[config.mk]
export PLATFORM = sky130hd
export DESIGN_NAME = stream_demux
export DESIGN_NICKNAME = d
export VERILOG_FILES = /design/src/rtl/stream_demux.sv
export SDC_FILE = /design/constraint.sdc
export NUM_CORES = 1
export LEC_CHECK = 0
export CORE_ASPECT_RATIO = 1.25
export CORE_MARGIN = 8
export CORE_UTILIZATION = 40
export CTS_CLUSTER_DIAMETER = 100
export CTS_CLUSTER_SIZE = 30
export DETAILED_ROUTE_END_ITERATION = 8
export PLACE_DENSITY_LB_ADDON = 0.25
export SYNTH_ARGS = -nofsm -noshare
export SYNTH_HDL_FRONTEND = slang
export SYNTH_SLANG_ARGS = --single-unit
[constraint.sdc]
create_clock -name clk -period 1.6 [get_ports clk]
set_input_delay 0.16 -clock clk [delete_from_list [all_inputs] [get_ports clk]]
set_output_delay 0.16 -clock clk [all_outputs]
set_load 0.03 [all_outputs]
[src/rtl/stream_demux.sv]
// stream_demux: registered 1-to-NUM_CH valid/ready stream demultiplexer.
//   Each output channel has a one-entry holding register. A stalled channel
//   does not block words routed to the other channels.
//   Optional macro STREAM_DEMUX_BCAST_EN adds in_bcast. When in_bcast=1, the
//   incoming word is loaded into every channel at once.
// Ports:
//   clk, rst             rising-edge clock, asynchronous active-high reset
//   in_valid/in_ready    producer handshake; in_ready is combinational
//   in_data, in_sel      payload and destination channel index
//   in_bcast             (STREAM_DEMUX_BCAST_EN only) send the word to all channels
//   out_valid/out_ready  per-channel consumer handshake, bit i = channel i
//   out_data             channel i occupies bits [i*DATA_W +: DATA_W]
//   err_sel              one-cycle pulse after a word with in_sel >= NUM_CH is dropped
//   drop_cnt             saturating count of dropped words
module stream_demux #(
   parameter int DATA_W = 8,
   parameter int NUM_CH = 4,
   parameter int SEL_W  = 2
) (
   input  logic                     clk,
   input  logic                     rst,
`ifdef STREAM_DEMUX_BCAST_EN
   input  logic                     in_bcast,
`endif
   input  logic                     in_valid,
   output logic                     in_ready,
   input  logic [DATA_W-1:0]        in_data,
   input  logic [SEL_W-1:0]         in_sel,
   output logic [NUM_CH-1:0]        out_valid,
   input  logic [NUM_CH-1:0]        out_ready,
   output logic [NUM_CH*DATA_W-1:0] out_data,
   output logic                     err_sel,
   output logic [7:0]               drop_cnt
);

   logic              bcast;
   logic [NUM_CH-1:0] free;
   logic [NUM_CH-1:0] dec;
   logic [NUM_CH-1:0] load;
   logic              sel_hit;
   logic              accept;
   logic              drop;

`ifdef STREAM_DEMUX_BCAST_EN
   assign bcast = in_bcast;
`else
   assign bcast = 1'b0;
`endif

   // A slot can take a word if it is empty or is being drained this cycle.
   assign free = ~out_valid | out_ready;

   // The one-hot decode covers only the real channels. If in_sel >= NUM_CH,
   // no bit is set, so sel_hit identifies an invalid select without ever
   // indexing past the channel vector.
   always_comb begin
      dec = '0;
      for (int i = 0; i < NUM_CH; i++)
         dec[i] = (in_sel == SEL_W'(i));
   end

   assign sel_hit  = |dec;
   assign in_ready = bcast ? &free : (sel_hit ? |(dec & free) : 1'b1);
   assign accept   = in_valid & in_ready;
   assign load     = accept ? (bcast ? {NUM_CH{1'b1}} : dec) : '0;
   assign drop     = accept & ~bcast & ~sel_hit;

   always_ff @(posedge clk or posedge rst) begin
      if (rst) begin
         out_valid <= '0;
         out_data  <= '0;
      end else begin
         for (int i = 0; i < NUM_CH; i++) begin
            // A refill wins over a drain, so back-to-back words keep valid high.
            out_valid[i] <= load[i] | (out_valid[i] & ~out_ready[i]);
            if (load[i])
               out_data[i*DATA_W +: DATA_W] <= in_data;
         end
      end
   end

   always_ff @(posedge clk or posedge rst) begin
      if (rst) begin
         err_sel  <= 1'b0;
         drop_cnt <= 8'd0;
      end else begin
         err_sel <= drop;
         if (drop && drop_cnt != 8'hFF)
            drop_cnt <= drop_cnt + 8'd1;
      end
   end

endmodule

=== After elaboration in Yosys (flattened, before gate mapping) ===
Index checks and enable logic that the tools add are counted.

* Add/sub/neg operators: 1
* Multipliers: 0
* Divide/modulo/power cells: 0
* Magnitude comparators: 0
* Equality and inequality tests: 4
* Shifts and indexed selects: 0
* Muxes and demuxes: 2
* Bitwise logic cells: 18
* Reduce and logical (&&, ||, !) cells: 4

{| class="wikitable"
|+ Operators with widths
! operator !! number
|-
| $add A8 B1 Y8 const B || 1
|-
| $ne A8 B8 Y1 const B || 1
|-
| $reduce_or A4 Y1 || 2
|-
| $and A1 B1 Y1 || 6
|-
| $not A1 Y1 || 5
|-
| $and A4 B4 Y4 || 1
|-
| $eq A2 B2 Y1 const B || 2
|-
| $mux W4 || 1
|-
| $not A4 Y4 || 1
|-
| $or A1 B1 Y1 || 4
|-
| $or A4 B4 Y4 || 1
|-
| $eq A2 B1 Y1 const B || 1
|-
| $logic_not A2 Y1 || 1
|-
| $logic_and A1 B1 Y1 || 1
|-
| $mux W1 || 1
|}

* Flip-flop bits (word level): 45
* Bits in latches: 0
* Bits in writable memories: 0
* Bits in read-only memories: 0
* Input bits: 17
* Output and inout port bits: 46
* Word-level logic and storage cells: 36
* Memories kept: 0

=== Logic depth before layout (Yosys ltp) ===
* Word-level depth: 8
* Mapped depth: 4
* Depth with buffers taken out: 3

=== Worst setup path before layout ===
No wires, ideal clock.

* Path type: reg-to-reg
* Start: reg out_valid[2]
* End: reg out_data[16]
* Setup time: 0.125 ns
* Arrival: 1.317 ns
* Data required time: 1.475 ns
* Slack: 0.158 ns
* Cell stages (with the launch flop): 4
* Buffers on the path: 0
* Clock period less this slack: 1.442 ns
* Cells stage by stage: dfrtp_1 nand2b_1 nor3b_4 mux2_2

* Word-level cells in the longest chain between the ends: 7

{| class="wikitable"
|+ Ends and longest elaborated chain
! item !! RTL line !! RTL
|-
| from (decl) || 29 || <nowiki>output logic [NUM_CH-1:0] out_valid,</nowiki>
|-
| from (signal, indexed assignment) || 75 || <nowiki>out_valid[i] <= load[i] | (out_valid[i] & ~out_ready[i]);</nowiki>
|-
| $not A4 Y4 || 51 || <nowiki>assign free = ~out_valid | out_ready;</nowiki>
|-
| $or A4 B4 Y4 || 51 ||
|-
| $and A4 B4 Y4 || 63 || <nowiki>assign in_ready = bcast ? &free : (sel_hit ? |(dec & free) : 1'b1);</nowiki>
|-
| $reduce_or A4 Y1 || 63 ||
|-
| $mux W1 || 63 ||
|-
| $and A1 B1 Y1 || 64 || <nowiki>assign accept = in_valid & in_ready;</nowiki>
|-
| $mux W4 || 65 || <nowiki>assign load = accept ? (bcast ? {NUM_CH{1'b1}} : dec) : '0;</nowiki>
|-
| to (signal, indexed assignment) || 77 || <nowiki>out_data[i*DATA_W +: DATA_W] <= in_data;</nowiki>
|-
| to (decl) || 31 || <nowiki>output logic [NUM_CH*DATA_W-1:0] out_data,</nowiki>
|}

No other way between the ends.
A chain may end at the register's enable or synchronous reset.

=== Worst setup path after layout ===
* Start: in in_sel[1]
* End: out in_ready

* Word-level cells in the longest chain between the ends: 4
* Elaborated cells on any way between the ends: 8
* Classes of those cells: eq/ne (3); mux (1); bitwise (1); reduce/logical (3)

{| class="wikitable"
|+ Ends and longest elaborated chain
! item !! RTL line !! RTL
|-
| from (decl) || 28 || <nowiki>input logic [SEL_W-1:0] in_sel,</nowiki>
|-
| $eq A2 B1 Y1 (tied with other cells) || 59 || <nowiki>dec[i] = (in_sel == SEL_W'(i));</nowiki>
|-
| $and A4 B4 Y4 || 63 ||
|-
| $reduce_or A4 Y1 || 63 ||
|-
| $mux W1 * || 63 ||
|-
| to (decl) || 26 || <nowiki>output logic in_ready,</nowiki>
|}

Every way passes the cells marked *; elsewhere a longest branch is shown, timed or not.

==> impl_metrics.tcl <==
set metrics [dict create \
    rows 26 \
    cts_tree "done" \
    clkLatencyLatePin_ns 0.29 \
    ys_ff_latch 45 \
    dpl.hpwl_um 2880 \
    drc 0 \
    tns_ns 0 \
    ant_nets 0 \
    synth_area_leader_cell "dfrtp_1" \
    cts_max_level 2 \
    drv_cap 0 \
    die_x_um 73.6 \
    fin_nets 190 \
    cts_hold_buf 0 \
    worstSetupPathType "input pin to output pin" \
    cp_cell_sequence "clkdlybuf4s50_1, mux4_2, buf_6" \
    crit_slowest_cell "clkdlybuf4s50_1" \
    leakage_nw 1.09 \
    pin_count 63 \
    grt_pass1_wl_um 6000 \
    dp.cells 222 \
    cp-end-kind "output pin" \
    synth_cells 106 \
    drive_above_1_share 0.299 \
    final_area_mm2 0.00252 \
    io_buffers 62 \
    instances_no_fill 230 \
    num_vias 1065 \
    dpl_cell_area_mm2 0.00241 \
    ys_top_cells_by_area "dfrtp_1, mux2_2, clkbuf_1" \
    slew_violations 0 \
    cts_made_buffers 5 \
    synth_top_area_share 0.679 \
    worstPathMaxFanout 4 \
    critPathArrivalTime_ns 1.40 \
    viasPerCell 4.63 \
    worst_slack_ns 0.0403 \
    synth_edf_count 0 \
    start_kind "input pin" \
    rsz0062_at_grt "true" \
    clockBufferDepth 2 \
    total_power_mw 3.33 \
    synth_most_common_cell "dfrtp_1" \
    yosysSeqAreaShare 0.679 \
    die_area_mm2 0.00648 \
    cts.sinks 45 \
    utilization 0.626 \
    multi_input_area_um2 489 \
    syn-num-nets 123 \
    grt_usage 0.127 \
    fmax_ghz 0.641 \
    p_per_area_mw_per_mm2 1320 \
    worst_path_largest_cell_delay_ns 0.55 \
    finalSetupViolCount 0 \
    initial_utilization 0.411 \
    fp.dieH_um 88.0 \
    hold_viol_final 0 \
    ys_top_cells_by_count "dfrtp_1, mux2_2, clkbuf_1" \
    critPathRequiredTime_ns 1.44 \
    whs_ns 0.212 \
    timing.final.crit_share 0.975 \
    synth_ff_type "dfrtp_1" \
    critPathBufInv 2 \
    vdd_drop_max_mv 0.901 \
    core-area_mm2 0.00403 \
    clk_pin_slew_ns 0.08 \
    drtIter0Drc 21 \
    grt_pass1_vias 1159 \
    hp-class "input pin to asynchronous set/reset pin" \
    ys_async_sr_fraction 1.00 \
    fin_crit_ns 1.56 \
    wl_per_cell_um 16.4 \
    synth_cell_types 15 \
    dr.pass1.iters 2 \
    gr-total-overflow 0 \
    routed_wl_um 3770 \
    diodes 0 \
    fin_skew_ns 0.00348 \
    grt_max_degree 46 \
    status "finished, final reports clean" \
    cts_root_buffer "clkbuf_8" \
    area_growth_pct 52.2 \
    critPathTopFamily "buffers and inverters" \
    post-place-ws_ns -0.399 \
    synth_warnings 0 \
    routabilityCongestion 0.827 \
    fill_cells 330 \
    avgSynthCellArea_um2 15.7 \
    antenna_found_initial 0 \
    syn_area_mm2 0.00166 \
    seqCellArea_mm2 0.00113 \
]
cell families (layout without fill, tap and decap cells):
logic type,Yosys count,in the layout,share of synthesized area
AO/OA/AOI/OAI,1,1,0.00301
buffers and inverters,11,79,0.0264
flip-flops,45,45,0.679
multiplexers,33,33,0.231
AND/OR/NAND/NOR,15,15,0.0588
other,1,1,0.00226
final timing paths:
path	startpoint	to	slack, ns	cells after the start
setup / recovery	in_sel[1]	in_ready	0.04	3
hold / removal	rst	out_data[29]	0.21	3
setup reg to reg	out_valid[2]	out_data[17]	0.21	5
hold reg to reg	drop_cnt[7]	drop_cnt[7]	0.38	0
max in group asynchronous	rst	out_data[7]	1.17	3
min in group clk	drop_cnt[7]	drop_cnt[7]	0.38	0
final cells by class:
type / count / area share
sequential: 45 / 0.446
timing repair buffer: 70 / 0.285
multi-input combinational: 50 / 0.194
clock buffer: 7 / 0.0342
tap: 56 / 0.0278
clock inverter: 1 / 0.0119
inverter: 1 / 0.00149
layout by cell type, fill, tap and decap left out:
master | Yosys | routed
nor3b_4 | 1 | 1
mux2_2 | 32 | 32
nand3_1 | 1 | 1
conb_1 | 1 | 1
buf_6 | 0 | 1
buf_12 | 0 | 3
mux4_2 | 1 | 1
o21ai_0 | 1 | 1
clkbuf_1 | 8 | 1
and3_1 | 1 | 1
bufinv_16 | 0 | 1
nor2b_1 | 2 | 2
nand2_1 | 5 | 5
dfrtp_1 | 45 | 45
inv_2 | 0 | 1
clkdlybuf4s50_1 | 0 | 61
nand3b_2 | 1 | 1
buf_4 | 0 | 5
nand2b_1 | 4 | 4
clkbuf_8 | 0 | 6
state kept, by name, summed over array words and instances, names as in the netlist:
signal     cells
err_sel        1
drop_cnt       8
out_valid      4
out_data      32
power by group:
part	internal, mW	total, mW	switching, mW
Clock	0.509	0.851	0.343
Sequential	1.32	1.41	0.0895
Combinational	0.499	1.07	0.570
Total	2.32	3.33	1.00
worst register-to-register path, cell delays in order (launching register included):
cell	delay (ns)
dfrtp_1	0.38
nand2b_1	0.09
buf_4	0.11
nor3b_4	0.20
buf_12	0.16
mux2_2	0.33
routing by layer:
layer,share of wire,GRT usage,up-vias
li1,-,-,485
met1,0.38,0.133,535
met2,0.51,0.212,39
met3,0.089,0.0584,6
met4,0.014,0.0546,0
met5,0,0,-
what timing repair did:
action | 4_1_cts | 5_1_grt
setup endpoints to repair | 1 | 1
setup buffers | 0 | 0
resized for setup | 5 | 3
No activity file was read; power rests on OpenSTA's default activity.
